[src/rtl/tablero_pkg.sv]
// Shared types and constants for the N x N board video generator.
// Cell/state encodings, result codes and the RGB palette used by the renderer.
package tablero_pkg;

  typedef enum logic [1:0] {
    VACIA = 2'd0,
    JUG1  = 2'd1,
    JUG2  = 2'd2
  } celda_t;

  typedef enum logic [1:0] {
    JUGANDO   = 2'd0,
    VERIFICAR = 2'd1,
    FIN       = 2'd2
  } estado_t;

  localparam logic [1:0] GANO_NADIE  = 2'd0;
  localparam logic [1:0] GANO_J1     = 2'd1;
  localparam logic [1:0] GANO_J2     = 2'd2;
  localparam logic [1:0] GANO_EMPATE = 2'd3;

  localparam logic [23:0] C_NEGRO    = 24'h000000;
  localparam logic [23:0] C_BLANCO   = 24'hFFFFFF;
  localparam logic [23:0] C_AMARILLO = 24'hFFFF00;
  localparam logic [23:0] C_ROJO     = 24'hFF0000;
  localparam logic [23:0] C_AZUL     = 24'h0000FF;
  localparam logic [23:0] C_ROJO_MED = 24'h7F0000;
  localparam logic [23:0] C_AZUL_MED = 24'h00007F;
  localparam logic [23:0] C_ROJO_CUA = 24'h3F0000;
  localparam logic [23:0] C_AZUL_CUA = 24'h00003F;
  localparam logic [23:0] C_GRIS     = 24'h404040;

endpackage

[src/rtl/tablero_video_nxn_if.sv]
// Pixel-position, button and board/colour bundle between the VGA timing block and the game.
// The master side drives counters and buttons; the slave side (the game) returns board and RGB.
interface tablero_video_nxn_if #(parameter int N = 3);
  logic             frame_tick;
  logic [9:0]       cuentaX;
  logic [9:0]       cuentaY;
  logic             boton;
  logic             boton2;
  logic             boton3;
  logic [2*N*N-1:0] celdas;
  logic             turno;
  logic [1:0]       gano;
  logic             output_gano;
  logic [7:0]       r;
  logic [7:0]       g;
  logic [7:0]       b;

  modport master (
    output frame_tick, cuentaX, cuentaY, boton, boton2, boton3,
    input  celdas, turno, gano, output_gano, r, g, b
  );

  modport slave (
    input  frame_tick, cuentaX, cuentaY, boton, boton2, boton3,
    output celdas, turno, gano, output_gano, r, g, b
  );
endinterface

[src/rtl/tablero_video_nxn_antirrebote.sv]
// Button conditioner: 2-flop synchroniser, frame-sampled debounce, one-cycle rising-edge pulse.
module antirrebote #(
  parameter int DEB_FRAMES = 3
) (
  input  logic clk,
  input  logic rst,
  input  logic frame_tick,
  input  logic boton_in,
  output logic pulso
);

  localparam int CNT_W = (DEB_FRAMES < 2) ? 1 : $clog2(DEB_FRAMES + 1);

  logic             s1_q, s1_d, s2_q, s2_d;
  logic             estable_q, estable_d, prev_q, prev_d;
  logic [CNT_W-1:0] cnt_q, cnt_d;

  always_comb begin
    s1_d      = boton_in;
    s2_d      = s1_q;
    prev_d    = estable_q;
    estable_d = estable_q;
    cnt_d     = cnt_q;
    // Any sample that agrees with the accepted level restarts the run count.
    if (frame_tick) begin
      if (s2_q == estable_q) begin
        cnt_d = '0;
      end else if (cnt_q == CNT_W'(DEB_FRAMES - 1)) begin
        estable_d = s2_q;
        cnt_d     = '0;
      end else begin
        cnt_d = cnt_q + 1'b1;
      end
    end
  end

  always_ff @(posedge clk or posedge rst) begin
    if (rst) begin
      s1_q      <= 1'b0;
      s2_q      <= 1'b0;
      estable_q <= 1'b0;
      prev_q    <= 1'b0;
      cnt_q     <= '0;
    end else begin
      s1_q      <= s1_d;
      s2_q      <= s2_d;
      estable_q <= estable_d;
      prev_q    <= prev_d;
      cnt_q     <= cnt_d;
    end
  end

  assign pulso = estable_q & ~prev_q;

endmodule

[src/rtl/tablero_video_nxn.sv]
// N x N two-player board game with cursor, win/draw detection and a registered 24-bit pixel renderer.
module tablero_video_nxn
  import tablero_pkg::*;
#(
  parameter int N          = 3,
  parameter int H_RES      = 640,
  parameter int V_RES      = 480,
  parameter int LINE_W     = 8,
  parameter int DEB_FRAMES = 3
) (
  input  logic                 clk,
  input  logic                 rst,
  tablero_video_nxn_if.slave   bus
);

  localparam int NN    = N * N;
  localparam int CUR_W = $clog2(NN);
  localparam int CW    = H_RES / N;
  localparam int CH    = V_RES / N;
  localparam int HALF  = LINE_W / 2;

  logic ev_mover, ev_marcar, ev_nuevo;

  antirrebote #(.DEB_FRAMES(DEB_FRAMES)) u_mover (
    .clk(clk), .rst(rst), .frame_tick(bus.frame_tick), .boton_in(bus.boton), .pulso(ev_mover)
  );
  antirrebote #(.DEB_FRAMES(DEB_FRAMES)) u_marcar (
    .clk(clk), .rst(rst), .frame_tick(bus.frame_tick), .boton_in(bus.boton2), .pulso(ev_marcar)
  );
  antirrebote #(.DEB_FRAMES(DEB_FRAMES)) u_nuevo (
    .clk(clk), .rst(rst), .frame_tick(bus.frame_tick), .boton_in(bus.boton3), .pulso(ev_nuevo)
  );

  estado_t          estado_q, estado_d;
  logic [CUR_W-1:0] cursor_q, cursor_d;
  logic             turno_q, turno_d;
  logic [1:0]       gano_q, gano_d;
  celda_t           celdas_q [NN];
  celda_t           celdas_d [NN];
  logic [23:0]      rgb_q, rgb_d;

  // Line detection: rows and columns per generate slice, diagonals and fullness below.
  logic [N-1:0] fila_ok, col_ok;
  logic         diag0_ok, diag1_ok, lleno, hay_linea;

  for (genvar i = 0; i < N; i++) begin : g_linea
    logic f_ok, c_ok;
    always_comb begin
      f_ok = (celdas_q[i*N] != VACIA);
      c_ok = (celdas_q[i] != VACIA);
      for (int k = 1; k < N; k++) begin
        if (celdas_q[i*N + k] != celdas_q[i*N]) f_ok = 1'b0;
        if (celdas_q[k*N + i] != celdas_q[i])   c_ok = 1'b0;
      end
    end
    assign fila_ok[i] = f_ok;
    assign col_ok[i]  = c_ok;
  end

  always_comb begin
    diag0_ok = (celdas_q[0] != VACIA);
    diag1_ok = (celdas_q[N-1] != VACIA);
    lleno    = 1'b1;
    for (int k = 1; k < N; k++) begin
      if (celdas_q[k*N + k] != celdas_q[0])           diag0_ok = 1'b0;
      if (celdas_q[k*N + N-1-k] != celdas_q[N-1])     diag1_ok = 1'b0;
    end
    for (int i = 0; i < NN; i++) begin
      if (celdas_q[i] == VACIA) lleno = 1'b0;
    end
  end

  assign hay_linea = (|fila_ok) | (|col_ok) | diag0_ok | diag1_ok;

  // Only the player who just moved can have completed a line, so turno names the winner.
  always_comb begin
    estado_d = estado_q;
    cursor_d = cursor_q;
    turno_d  = turno_q;
    gano_d   = gano_q;
    celdas_d = celdas_q;
    if (ev_nuevo) begin
      estado_d = JUGANDO;
      cursor_d = '0;
      turno_d  = 1'b0;
      gano_d   = GANO_NADIE;
      for (int i = 0; i < NN; i++) celdas_d[i] = VACIA;
    end else begin
      case (estado_q)
        JUGANDO: begin
          if (ev_marcar && celdas_q[cursor_q] == VACIA) begin
            celdas_d[cursor_q] = turno_q ? JUG2 : JUG1;
            estado_d           = VERIFICAR;
          end
          if (ev_mover) begin
            cursor_d = (cursor_q == CUR_W'(NN - 1)) ? '0 : cursor_q + 1'b1;
          end
        end
        VERIFICAR: begin
          if (hay_linea) begin
            gano_d   = turno_q ? GANO_J2 : GANO_J1;
            estado_d = FIN;
          end else if (lleno) begin
            gano_d   = GANO_EMPATE;
            estado_d = FIN;
          end else begin
            turno_d  = ~turno_q;
            estado_d = JUGANDO;
          end
        end
        default: ;
      endcase
    end
  end

  // Pixel-to-cell mapping against the N-1 internal boundaries.
  logic [N-2:0] x_ge, y_ge, x_lin, y_lin;

  for (genvar k = 1; k < N; k++) begin : g_borde
    assign x_ge[k-1]  = int'(bus.cuentaX) >= k*CW;
    assign y_ge[k-1]  = int'(bus.cuentaY) >= k*CH;
    assign x_lin[k-1] = (int'(bus.cuentaX) + HALF >= k*CW) && (int'(bus.cuentaX) < k*CW + HALF);
    assign y_lin[k-1] = (int'(bus.cuentaY) + HALF >= k*CH) && (int'(bus.cuentaY) < k*CH + HALF);
  end

  int               col_i, fila_i;
  logic [CUR_W-1:0] idx_pix;
  celda_t           c_pix;
  logic             fuera;

  always_comb begin
    col_i  = 0;
    fila_i = 0;
    for (int k = 0; k < N-1; k++) begin
      if (x_ge[k]) col_i  = k + 1;
      if (y_ge[k]) fila_i = k + 1;
    end
    idx_pix = CUR_W'(fila_i * N + col_i);
    c_pix   = celdas_q[idx_pix];
    fuera   = (int'(bus.cuentaX) >= H_RES) || (int'(bus.cuentaY) >= V_RES) ||
              (int'(bus.cuentaX) >= N*CW)  || (int'(bus.cuentaY) >= N*CH);
    rgb_d   = C_NEGRO;
    if (fuera) begin
      rgb_d = C_NEGRO;
    end else if ((|x_lin) || (|y_lin)) begin
      rgb_d = C_BLANCO;
    end else if (estado_q == JUGANDO && idx_pix == cursor_q) begin
      rgb_d = (c_pix == VACIA) ? C_AMARILLO : (c_pix == JUG1) ? C_ROJO_MED : C_AZUL_MED;
    end else if (c_pix == JUG1) begin
      rgb_d = C_ROJO;
    end else if (c_pix == JUG2) begin
      rgb_d = C_AZUL;
    end else if (estado_q == FIN) begin
      case (gano_q)
        GANO_J1:     rgb_d = C_ROJO_CUA;
        GANO_J2:     rgb_d = C_AZUL_CUA;
        GANO_EMPATE: rgb_d = C_GRIS;
        default:     rgb_d = C_NEGRO;
      endcase
    end
  end

  always_ff @(posedge clk or posedge rst) begin
    if (rst) begin
      estado_q <= JUGANDO;
      cursor_q <= '0;
      turno_q  <= 1'b0;
      gano_q   <= GANO_NADIE;
      rgb_q    <= '0;
      for (int i = 0; i < NN; i++) celdas_q[i] <= VACIA;
    end else begin
      estado_q <= estado_d;
      cursor_q <= cursor_d;
      turno_q  <= turno_d;
      gano_q   <= gano_d;
      rgb_q    <= rgb_d;
      for (int i = 0; i < NN; i++) celdas_q[i] <= celdas_d[i];
    end
  end

  for (genvar i = 0; i < NN; i++) begin : g_celdas
    assign bus.celdas[2*i +: 2] = celdas_q[i];
  end

  assign bus.turno       = turno_q;
  assign bus.gano        = gano_q;
  assign bus.output_gano = (gano_q != GANO_NADIE);
  assign bus.r           = rgb_q[23:16];
  assign bus.g           = rgb_q[15:8];
  assign bus.b           = rgb_q[7:0];

endmodule

[src/flat_wrapper.sv]
// flat-port wrapper written by rule: the top's interface ports become plain ports
module tablero_video_nxn_flat import tablero_pkg::*;
#(
  parameter int N          = 3,
  parameter int H_RES      = 640,
  parameter int V_RES      = 480,
  parameter int LINE_W     = 8,
  parameter int DEB_FRAMES = 3
)
  (clk, rst, bus_frame_tick, bus_cuentaX, bus_cuentaY, bus_boton, bus_boton2, bus_boton3, bus_celdas, bus_turno, bus_gano, bus_output_gano, bus_r, bus_g, bus_b);
  tablero_video_nxn_if #(.N(N)) bus_i ();
  input  logic clk;
  input  logic rst;
  input wire logic [$bits(bus_i.frame_tick)-1:0] bus_frame_tick;
  input wire logic [$bits(bus_i.cuentaX)-1:0] bus_cuentaX;
  input wire logic [$bits(bus_i.cuentaY)-1:0] bus_cuentaY;
  input wire logic [$bits(bus_i.boton)-1:0] bus_boton;
  input wire logic [$bits(bus_i.boton2)-1:0] bus_boton2;
  input wire logic [$bits(bus_i.boton3)-1:0] bus_boton3;
  output wire logic [$bits(bus_i.celdas)-1:0] bus_celdas;
  output wire logic [$bits(bus_i.turno)-1:0] bus_turno;
  output wire logic [$bits(bus_i.gano)-1:0] bus_gano;
  output wire logic [$bits(bus_i.output_gano)-1:0] bus_output_gano;
  output wire logic [$bits(bus_i.r)-1:0] bus_r;
  output wire logic [$bits(bus_i.g)-1:0] bus_g;
  output wire logic [$bits(bus_i.b)-1:0] bus_b;
  assign bus_i.frame_tick = bus_frame_tick;
  assign bus_i.cuentaX = bus_cuentaX;
  assign bus_i.cuentaY = bus_cuentaY;
  assign bus_i.boton = bus_boton;
  assign bus_i.boton2 = bus_boton2;
  assign bus_i.boton3 = bus_boton3;
  assign bus_celdas = bus_i.celdas;
  assign bus_turno = bus_i.turno;
  assign bus_gano = bus_i.gano;
  assign bus_output_gano = bus_i.output_gano;
  assign bus_r = bus_i.r;
  assign bus_g = bus_i.g;
  assign bus_b = bus_i.b;
  tablero_video_nxn #(.N(N), .H_RES(H_RES), .V_RES(V_RES), .LINE_W(LINE_W), .DEB_FRAMES(DEB_FRAMES)) u_core (.clk(clk), .rst(rst), .bus(bus_i));
endmodule
[config.mk]
export PLATFORM = sky130hd
export DESIGN_NAME = tablero_video_nxn_flat
export DESIGN_NICKNAME = d
export VERILOG_FILES = /design/src/rtl/tablero_pkg.sv /design/src/rtl/tablero_video_nxn_if.sv /design/src/rtl/tablero_video_nxn_antirrebote.sv /design/src/rtl/tablero_video_nxn.sv /design/src/flat_wrapper.sv
export SDC_FILE = /design/constraint.sdc
export NUM_CORES = 1
export LEC_CHECK = 0
export BUFFER_PORTS_ARGS = -buffer_cell sky130_fd_sc_hd__buf_2
export CORE_UTILIZATION = 60
export CTS_BUF_LIST = sky130_fd_sc_hd__clkbuf_2 sky130_fd_sc_hd__clkbuf_4 sky130_fd_sc_hd__clkbuf_8
export CTS_CLUSTER_SIZE = 10
export DETAILED_ROUTE_END_ITERATION = 6
export GPL_TIMING_DRIVEN = 0
export HOLD_SLACK_MARGIN = 0.1
export PLACE_DENSITY = 0.82
export SLEW_MARGIN = 25
export SYNTH_ARGS = -nofsm -noshare
export SYNTH_HDL_FRONTEND = slang
export SYNTH_SLANG_ARGS = --single-unit
[constraint.sdc]
create_clock -name clk -period 4.78 [get_ports clk]
set_clock_uncertainty 0.15 [all_clocks]
set_input_delay 0.239 -clock clk [delete_from_list [all_inputs] [get_ports clk]]
set_output_delay 0.239 -clock clk [all_outputs]
set_load 0.03 [all_outputs]
==> metrics.yaml, run 1 <==
die_height_um: 83.6
worstPathMaxFanout: 9
routed_wl_um: 9350
cts_root_buffer: "clkbuf_8"
syn_inst: 460
finalCriticalPeriod_ns: 3.63
arrival_ns: 3.72
p_leak_uw: 0.00223
cts.sinks: 53
ff2ff_path_depth: 7
slew_headroom: 0.584
die-area_sq_um: 6980
min_path_type: "primary input to flop"
cp-startpoint: "bus_cuentaX[2]"
synthFlopType: "dfrtp_1"
wl_per_cell_um: 15.2
hold_violations: 0
synth_nets: 500
whs_path_depth: 3
cts_htree_levels: 2
vias: 3779
tightest_slew_ns: 0.621
syn_to_final_growth_pct: 13.8
hold_start: "bus_frame_tick"
place_ws_ns: 0.824
portBuffers: 64
core_area_sq_um: 6390
drt_iter0_drc: 215
yosysTopAreaCell: "dfrtp_1"
grt_max_degree: 54
grt_pass1_vias: 3488
overflow: 0
end_kind: "flop"
final_nets: 575
seq_area_frac_synth: 0.332
ios: 72
slew_viol_final: 0
period_share: 0.759
grt_setup_unrepaired: "false"
core.rowCount: 29
dr.pass1.iters: 5
path_clk_slew_ns: 0.10
routabilityCongestion: 0.900
netlist_area_sq_um: 3990
grt_pass1_wl_um: 16000
path_class: "primary input to flop"
viasPerCell: 6.16
status: "complete, no violations"
yosysUniqueCellTypes: 70
cp-start-kind: "primary input"
ant_nets: 0
p_per_area_nw_per_um2: 392
synthTopCellsByArea: "dfrtp_1, mux2i_1, ha_1, buf_4, a21oi_1"
antenna_found_initial: 0
ys_ff_latch: 53
fin_cells: 613
syn_area_per_cell_sq_um: 8.67
grt.total_usage: 0.279
setup_viol: 0
die_w_um: 83.6
power.total_uw: 1780
postCtsHoldBufs: 4
cts_setup_buffers: 0
async_flop_share: 1.00
ir_worst_vdd_uv: 296
max_freq_mhz: 276
dp.cells: 601
cts_buffers: 5
fin_ws_ns: 1.15
final_layout_size_suffix_gt1_frac: 0.267
cts_tree: "yes"
initial_utilization: 0.625
drc_errors: 0
yosysWarnings: 0
tns_ns: 0
rr_startpoint: "u_core.bus.celdas[13]$_DFFE_PP0P_"
synth_top_area_share: 0.332
worst_skew_pair.late_latency_ns: 0.31
drv.max_cap_violation_count: 0
post_cts_resized: 0
cts_buffer_depth: 2
antenna_cells: 0
critPathRequiredTime_ns: 4.87
synth-edff-count: 0
dp_hpwl_um: 6790
power breakdown:
part | leakage, uW | switching, uW | internal (uW)
combinational | 0.00148 | 553 | 335
sequential | 0.000702 | 88.7 | 543
clock | 0.0000490 | 151 | 110
sequential cells by signal (all words and copies together), names as in the netlist, 2 cells and up:
name	flops
u_core.cursor_q	4
u_core.u_marcar.cnt_q	2
u_core.estado_q	2
u_core.bus.celdas	18
u_core.u_nuevo.cnt_q	2
u_core.bus.gano	2
u_core.u_mover.cnt_q	2
u_core.rgb_q	8
synth_stat cells, types with 5 or more instances:
| cell | n |
|---|---|
| buf_2 | 18 |
| nor2_1 | 39 |
| xnor2_1 | 6 |
| mux2i_1 | 21 |
| o21ai_0 | 18 |
| a31oi_1 | 8 |
| nand3_1 | 24 |
| a21oi_1 | 31 |
| and3_1 | 9 |
| nand3b_1 | 6 |
| ha_1 | 13 |
| o22ai_1 | 6 |
| clkbuf_1 | 6 |
| mux2_2 | 5 |
| or3_1 | 5 |
| buf_4 | 21 |
| nor4_1 | 7 |
| nor3_1 | 14 |
| a22oi_1 | 6 |
| dfrtp_1 | 53 |
| nand2_1 | 27 |
| and2_1 | 6 |
| inv_1 | 24 |
| nor2b_1 | 6 |
layer usage:
metal | global-route usage | routed length [um] | part of all wire
met1 | 0.358 | 3890 | 0.42
met2 | 0.476 | 4570 | 0.49
met3 | 0.0425 | 637 | 0.068
met4 | 0.109 | 249 | 0.027
met5 | 0 | 0 | 0
cells in the final DEF (no fill, tap or decap), types with 6 or more instances in the layout:
cell type	instances
nand3b_1	6
nand2_1	27
a31oi_1	8
a22oi_1	6
o21ai_0	18
inv_1	23
nor4_1	7
and3_1	9
nor2b_1	6
a21oi_1	31
ha_1	13
nor2_1	39
nand3_1	24
buf_4	21
dfrtp_1	53
buf_2	82
nor3_1	14
xnor2_1	6
and2_1	6
clkbuf_1	6
o22ai_1	6
mux2i_1	21
per-stage QoR:
stage	hold slack (ns)	utilization	cell area [sq um]
floorplan	0.120	-	3990
global placement	0.185	0.690	4410
detailed placement	0.190	0.690	4410
CTS	0.147	0.711	4540
global route	0.143	0.711	4540
finish	0.145	0.711	4540
logic make-up (layout without fill, tap and decap cells):
logic type               count (synthesis)  in the layout  synth area share
AND/OR/NAND/NOR                        174            174             0.248
XOR/XNOR                                 8              8            0.0176
buffers and inverters                   70            146            0.0913
multiplexers                            27             27            0.0724
AO/OA/AOI/OAI                          114            114             0.193
adder cells (fa/ha/maj)                 14             14            0.0458
flip-flops                              53             53             0.332
layout make-up:
type	count	area [sq um]
inverter	24	92.6
sequential	53	1330
clock inverter	2	13.8
multi-input combinational	337	2300
clock buffer	6	76.3
timing repair buffer	68	360
buffer	46	274
tap	77	96.3
fill	485	1850
path summary, 6_finish.rpt:
path                                                              to  slack, ns
max in group asynchronous           u_core.bus.celdas[3]$_DFFE_PP0P_       3.62
min in group asynchronous                  u_core.rgb_q[5]$_DFF_PP0_       0.43
worst max register to register     u_core.bus.celdas[13]$_DFFE_PP0P_       2.46
worst min-delay path            u_core.u_nuevo.estable_q$_DFFE_PP0P_       0.15
worst min register to register         u_core.u_nuevo.s2_q$_DFF_PP0_       0.21
worst max-delay path                      u_core.rgb_q[14]$_DFF_PP0_       1.15
critical path, cell delays in order:
cell and delay [ns]:
buf_2 0.16, inv_1 0.08, ha_1 0.23, o21ai_0 0.19
nand2_1 0.08, a21oi_1 0.15, o21ai_0 0.13, a21oi_1 0.17
ha_1 0.17, ha_1 0.14, inv_1 0.05, fa_1 0.59
nor2b_1 0.22, a22oi_1 0.11, a31oi_1 0.54, nor2_1 0.14
nand3b_1 0.18, a31oi_1 0.17
Note: power is estimated with default switching activity, not from simulation.
==> run 2: changes to the inputs <==
--- a/config.mk
+++ b/config.mk
@@ -5,14 +5,15 @@
 export SDC_FILE = /design/constraint.sdc
 export NUM_CORES = 1
 export LEC_CHECK = 0
+export ABC_AREA = 1
 export BUFFER_PORTS_ARGS = -buffer_cell sky130_fd_sc_hd__buf_2
-export CORE_UTILIZATION = 60
+export CORE_UTILIZATION = 53
 export CTS_BUF_LIST = sky130_fd_sc_hd__clkbuf_2 sky130_fd_sc_hd__clkbuf_4 sky130_fd_sc_hd__clkbuf_8
 export CTS_CLUSTER_SIZE = 10
 export DETAILED_ROUTE_END_ITERATION = 6
 export GPL_TIMING_DRIVEN = 0
 export HOLD_SLACK_MARGIN = 0.1
-export PLACE_DENSITY = 0.82
+export PLACE_DENSITY = 0.76
 export SLEW_MARGIN = 25
 export SYNTH_ARGS = -nofsm -noshare
 export SYNTH_HDL_FRONTEND = slang
==> constraint.sdc (replaced) <==
create_clock -name clk -period 3.3 [get_ports clk]
set_clock_uncertainty 0.15 [all_clocks]
set_input_delay 0.165 -clock clk [delete_from_list [all_inputs] [get_ports clk]]
set_output_delay 0.165 -clock clk [all_outputs]
set_load 0.03 [all_outputs]
==> run 2 against run 1 <==
  * Wire length increased by 9.7%
  * Die area increased by 15%
  * Highest routed layer unchanged
  * Register-to-register slack got worse by 1.3 ns
==> metrics.yaml, run 2 <==
final_layout_size_suffix_gt1_frac: 0.208  # was 0.267
p_clk_frac: 0.127  # was 0.147
core_area_sq_um: 7330  # was 6390 sq um
portBuffers: 67  # was 64
grt.total_usage: 0.266  # was 0.279
period_share: 0.904
combPwrFrac: 0.556  # was 0.498
yosysUniqueCellTypes: 39  # was 70
layout_common_cells: "nand2_1, nand3_1, inv_1, buf_2, dfrtp_1"  # was buf_2, dfrtp_1, nor2_1, a21oi_1, nand2_1
cp-start-kind: "primary input"  # unchanged
path_clk_slew_ns: 0.11  # was 0.10 ns
timing.hold.ws_ns: 0.208  # was 0.145 ns
finalCriticalPeriod_ns: 2.98
grt_pass1_wl_um: 16700  # was 16000 um
nFillCells: 664  # was 485
cts_buffer_depth: 2  # unchanged
fin_ws_ns: 0.317  # was 1.15 ns
antenna_cells: 0  # unchanged
grt_max_degree: 54  # unchanged
drt_iter0_drc: 217  # was 215
end_kind: "flop"  # unchanged
ios: 72  # unchanged
pwr-share-seq: 0.317  # was 0.355
swShare: 0.521  # was 0.445
fin_cells: 795  # was 613
synthFlopType: "dfrtp_1"  # unchanged
power.total_uw: 3180  # was 1780 uW
syn_area_per_cell_sq_um: 6.62  # was 8.67 sq um
synth_nets: 655  # was 500
syn_to_final_growth_pct: 15.2  # was 13.8%
max_freq_mhz: 335
initial_utilization: 0.555  # was 0.625
worstPathMaxFanout: 6  # was 9
place_ws_ns: 0.0351  # was 0.824 ns
slew_headroom: 0.499  # was 0.584
routed_wl_um: 10300  # was 9350 um
vias: 4258  # was 3779
ir_worst_vdd_uv: 557  # was 296 uV
die-area_sq_um: 8030  # was 6980 sq um
cts_root_buffer: "clkbuf_8"  # unchanged
seq_area_frac_synth: 0.326  # was 0.332
dp_hpwl_um: 7750  # was 6790 um
cts_setup_buffers: 0  # unchanged
setup_viol: 0  # unchanged
p_leak_uw: 0.00259  # was 0.00223 uW
drc_errors: 0  # unchanged
drv.max_cap_violation_count: 0  # unchanged
routabilityCongestion: 0.941  # was 0.900
hold_violations: 0  # unchanged
tns_ns: 0  # unchanged
status: "complete, no violations"  # unchanged
die_height_um: 89.6  # was 83.6 um
cts_buffers: 5  # unchanged
worst_skew_pair.late_latency_ns: 0.31  # about the same
power_switching_uw: 1660  # was 792 uW
cts_tree: "yes"  # unchanged
p_per_area_nw_per_um2: 678  # was 392 nW/um^2
arrival_ns: 3.10  # was 3.72 ns
grt_pass1_vias: 3948  # was 3488
synthTopCellsByArea: "dfrtp_1, nand2_1, nand3_1, inv_1, o21ai_0"  # was dfrtp_1, mux2i_1, ha_1, buf_4, a21oi_1
synth_top_area_share: 0.326  # was 0.332
ys_ff_latch: 53  # unchanged
antenna_found_initial: 0  # unchanged
intPower_uw: 1520  # was 989 uW
cts_htree_levels: 2  # unchanged
dp.cells: 781  # was 601
syn_inst: 615  # was 460
slew_viol_final: 0  # unchanged
dr.pass1.iters: 5  # unchanged
final_common_cell: "nand2_1"  # was buf_2
netlist_area_sq_um: 4070  # was 3990 sq um
wl_per_cell_um: 12.9  # was 15.2 um
grt_setup_unrepaired: "false"  # unchanged
min_path_type: "flop to flop"  # was primary input to flop
synth-edff-count: 0  # unchanged
ant_nets: 0  # unchanged
yosysTopAreaCell: "dfrtp_1"  # unchanged
yosysMostFrequentCell: "nand2_1"  # was dfrtp_1
largest_reg_flops: 18  # unchanged
overflow: 0  # unchanged
async_flop_share: 1.00  # unchanged
final_nets: 735  # was 575
cts.sinks: 53  # unchanged
path_class: "primary input to flop"  # unchanged
synth_commonest_cells: "nand2_1, nand3_1, inv_1"  # was dfrtp_1, nor2_1, a21oi_1
yosysWarnings: 0  # unchanged
viasPerCell: 5.36  # was 6.16
tightest_slew_ns: 0.748  # was 0.621 ns
critPathRequiredTime_ns: 3.41  # was 4.87 ns
core.rowCount: 31  # was 29
die_w_um: 89.6  # was 83.6 um
[run 2: cell families (layout without fill, tap and decap cells)]
family,after synthesis,after routing,synth area share
AO/OA/AOI/OAI,70,70,0.0932
XOR/XNOR,6,6,0.0129
adder cells (fa/ha/maj),14,14,0.0449
buffers and inverters,119,200,0.129
flip-flops,53,53,0.326
AND/OR/NAND/NOR,353,353,0.395
[run 2: area by class of cell]
| type | instances | area [sq um] | share of cell area |
|---|---|---|---|
| multi-input cells | 443 | 2220 | 0.473 |
| flip-flops and latches | 53 | 1330 | 0.283 |
| repair buffers | 73 | 395 | 0.0843 |
| inverters | 97 | 369 | 0.0787 |
| plain buffers | 22 | 156 | 0.0334 |
| well taps | 99 | 124 | 0.0264 |
| clock buffers | 5 | 68.8 | 0.0147 |
| clock inverters | 3 | 28.8 | 0.00614 |
[run 2: repair_timing]
action | in CTS | in global routing
endpoints found under the hold margin | 63 | 0
hold buffers | 6 | 0
resized for setup | 0 | 0
[run 2: worst paths after layout]
kind,from,end,slack [ns],depth (start not counted)
min in group asynchronous,rst,u_core.rgb_q[7]$_DFF_PP0_,0.33,3
worst max-delay path,bus_cuentaX[2],u_core.rgb_q[5]$_DFF_PP0_,0.32,21
worst min-delay path,u_core.u_mover.s1_q$_DFF_PP0_,u_core.u_mover.s2_q$_DFF_PP0_,0.21,0
worst max register to register,u_core.cursor_q[0]$_DFFE_PP0P_,u_core.cursor_q[0]$_DFFE_PP0P_,1.11,8
max in group asynchronous,rst,u_core.bus.celdas[9]$_DFFE_PP0P_,2.24,3
worst min register to register,u_core.u_mover.s1_q$_DFF_PP0_,u_core.u_mover.s2_q$_DFF_PP0_,0.21,0
[run 2: through the flow]
step	utilization	area (sq um)
floorplan	-	4070
global placement	0.618	4530
detailed placement	0.618	4530
CTS	0.640	4690
global route	0.640	4690
finish	0.640	4690
[run 2: worst max-delay path, stage by stage]
cell     delay (ns)
buf_2          0.15
inv_2          0.07
ha_1           0.23
nand2_1        0.07
o41ai_1        0.07
nand2_1        0.06
nand3_1        0.11
ha_1           0.31
ha_1           0.13
inv_1          0.04
fa_1           0.59
inv_1          0.10
nor3_1         0.20
nand3_1        0.10
nand2_1        0.17
inv_2          0.07
a21oi_2        0.17
nand2_1        0.08
nand3_1        0.08
nand2_1        0.06
inv_1          0.06
[run 2: power by group through the flow]
stage / logic [uW] / registers, uW / clock network, uW
floorplan: 1170 / 1110 / 0
global placement: 1710 / 1010 / 0
detailed placement: 1750 / 1020 / 0
CTS: 1760 / 1000 / 413
global route: 1980 / 1030 / 441
finish: 1770 / 1010 / 404
[run 2: per-layer routing]
metal / vias up / part of all wire / track usage
met5: - / 0 / 0
met4: 0 / 0.016 / 0.0895
met3: 18 / 0.050 / 0.0311
met2: 130 / 0.50 / 0.482
met1: 1990 / 0.44 / 0.329
li1: 2120 / - / -
==> run 3: changes to the inputs <==
==> constraint.sdc (replaced) <==
create_clock -name clk -period 2.45 [get_ports clk]
set_clock_uncertainty 0.15 [all_clocks]
set_input_delay 0.1225 -clock clk [delete_from_list [all_inputs] [get_ports clk]]
set_output_delay 0.1225 -clock clk [all_outputs]
set_load 0.03 [all_outputs]
==> run 3 against run 2 <==
  * Die area unchanged
  * Largest power group unchanged
  * Critical endpoint is now u_core.rgb_q[21]$_DFF_PP0_
  * Global-route usage increased by 0.051 points
  * Critical path depth stayed put
  * Largest cell class unchanged
  * The run now ends with negative setup slack left
==> metrics.yaml, run 3 (synthesis results as in run 2) <==
status: "finished, violations left"  # was complete, no violations
violations: "negative setup slack"
syn_to_final_growth_pct: 23.9  # was 15.2%
dr.pass1.iters: 5  # unchanged
die_height_um: 89.6  # unchanged
path_class: "primary input to flop"  # unchanged
finalCriticalPeriod_ns: 2.56
drv.max_cap_violation_count: 0  # unchanged
end_kind: "flop"  # unchanged
grt.total_usage: 0.267  # was 0.266
register_area_sq_um: 1330  # unchanged
setup_viol: 8  # was 0
cts_htree_levels: 2  # unchanged
final_util: 0.688  # was 0.640
arrival_ns: 2.62  # was 3.10 ns
wl_per_cell_um: 13.2  # was 12.9 um
ant_nets: 0  # unchanged
slew_headroom: 0.483  # was 0.499
tightest_slew_ns: 0.773  # was 0.748 ns
drc_errors: 0  # unchanged
cts_tree: "yes"  # unchanged
cts_buffers: 5  # unchanged
final_layout_size_suffix_gt1_frac: 0.286  # was 0.208
antenna_cells: 0  # unchanged
cts_root_buffer: "clkbuf_8"  # unchanged
final_nets: 746  # was 735
cts_buffer_depth: 2  # unchanged
cts.sinks: 53  # unchanged
slew_viol_final: 0  # unchanged
hold_violations: 0  # unchanged
worst_skew_pair.late_latency_ns: 0.31  # about the same
final_common_cell: "nand2_1"  # unchanged
largest_reg_flops: 18  # unchanged
reg2reg_to: "u_core.cursor_q[3]$_DFFE_PP0P_"  # was u_core.cursor_q[0]$_DFFE_PP0P_
die-area_sq_um: 8030  # unchanged
slowest_stage: "fa_2"  # was fa_1
multi_input_area_sq_um: 2420  # was 2220 sq um
place_ws_ns: -0.590  # was 0.0351 ns
portBuffers: 67  # unchanged
routabilityCongestion: 0.918  # was 0.941
cp-start-kind: "primary input"  # unchanged
grt_setup_unrepaired: "true"  # was false
critPathRequiredTime_ns: 2.51  # was 3.41 ns
ff2ff_path_depth: 8  # unchanged
ir_worst_vdd_uv: 717  # was 557 uV
path_clk_slew_ns: 0.09  # was 0.11 ns
crit_buf_inv: 5  # was 6
tns_ns: -0.646  # was 0 ns
period_share: 1.04
cp-startpoint: "bus_cuentaX[2]"  # unchanged
p_leak_uw: 0.00269  # was 0.00259 uW
ios: 72  # unchanged
dp_hpwl_um: 7730  # was 7750 um
cp.depth: 21  # unchanged
max_freq_mhz: 391
min_path_type: "flop to flop"  # unchanged
layout_common_cells: "nand2_1, nand3_1, buf_2, inv_1, dfrtp_1"  # was nand2_1, nand3_1, inv_1, buf_2, dfrtp_1
initial_utilization: 0.555  # unchanged
viasPerCell: 5.38  # was 5.36
worstPathMaxFanout: 5  # was 6
vias: 4333  # was 4258
grt_pass1_wl_um: 16600  # was 16700 um
fin_ws_ns: -0.108  # was 0.317 ns
ff2ff_setup_slack_ns: 0.31  # was 1.11 ns
grt_pass1_vias: 3837  # was 3948
nFillCells: 624  # was 664
p_per_area_nw_per_um2: 892  # was 678 nW/um^2
routed_wl_um: 10600  # was 10300 um
die_w_um: 89.6  # unchanged
crit_end: "u_core.rgb_q[21]$_DFF_PP0_"  # was u_core.rgb_q[5]$_DFF_PP0_
drt_iter0_drc: 238  # was 217
antenna_found_initial: 0  # unchanged
crit_chain: "buf_12 > inv_8 > ha_4 > nand2_2 > o41ai_2 > nand2_1 > nand3_2 > ha_4 > ha_4 > inv_2 > fa_2 > inv_2 > nor3_4 > nand3_2 > nand2_4 > buf_6 > nor2_4 > nand2_2 > nand2_2 > nor2_1 > nor2_1"  # was buf_2 > inv_2 > ha_1 > nand2_1 > o41ai_1 > nand2_1 > nand3_1 > ha_1 > ha_1 > inv_1 > fa_1 > inv_1 > nor3_1 > nand3_1 > nand2_1 > inv_2 > a21oi_2 > nand2_1 > nand3_1 > nand2_1 > inv_1
core.rowCount: 31  # unchanged
max_stage_delay_ns: 0.58  # was 0.59 ns
overflow: 0  # unchanged
crit_family: "adder cells"  # unchanged
rr_startpoint: "u_core.cursor_q[0]$_DFFE_PP0P_"  # unchanged
core_area_sq_um: 7330  # unchanged
grt_max_degree: 54  # unchanged
## run 3: final cells by class
| class | count | area share |
|---|---|---|
| sequential | 53 | 0.263 |
| timing repair buffer | 84 | 0.101 |
| tap | 99 | 0.0246 |
| clock buffer | 5 | 0.0137 |
| inverter | 97 | 0.0767 |
| clock inverter | 3 | 0.00869 |
| multi-input combinational | 443 | 0.481 |
| buffer | 22 | 0.0318 |
## run 3: what timing repair did
action,in CTS,in global routing
pin swaps,21,18
endpoints found under the hold margin,70,0
gates resized for setup,26,38
cloned,0,0
endpoints found under the setup margin,8,8
setup buffers,11,0
hold buffers,6,0
## run 3: worst min-delay path by stage
stage                                   from                        endpoint  slack (ns)  cells past startpoint
2_1_floorplan                     bus_boton2  u_core.u_marcar.s1_q$_DFF_PP0_       0.004                      0
3_5_place_dp                      bus_boton3   u_core.u_nuevo.s1_q$_DFF_PP0_        0.08                      1
6_report       u_core.u_mover.s1_q$_DFF_PP0_   u_core.u_mover.s2_q$_DFF_PP0_        0.21                      0
4_1_cts        u_core.u_mover.s1_q$_DFF_PP0_   u_core.u_mover.s2_q$_DFF_PP0_        0.21                      0
5_1_grt        u_core.u_nuevo.s1_q$_DFF_PP0_   u_core.u_nuevo.s2_q$_DFF_PP0_        0.22                      0
3_3_place_gp                      bus_boton3   u_core.u_nuevo.s1_q$_DFF_PP0_        0.08                      1
## run 3: through the flow
step	instances	power [uW]	cell area [sq um]	hold slack, ns
floorplan	615	3090	4100	0.00393
global placement	781	3670	4560	0.0819
detailed placement	781	3720	4560	0.0823
CTS	806	4400	4910	0.214
global route	806	4860	5040	0.221
finish	806	4500	5040	0.210
## run 3: power by group
part / total (uW) / switching (uW) / leakage (uW) / internal, uW
Combinational: 2550 / 1730 / 0.00194 / 820
Sequential: 1350 / 253 / 0.000695 / 1100
Clock: 598 / 292 / 0.0000585 / 306
## run 3: layer usage
metal  wire (um)  up-vias  GRT usage
met3         488       23     0.0366
met5           0        -          0
met2        5380      140      0.476
met1        4520     2022      0.322
li1            -     2148          -
met4         227        0      0.113
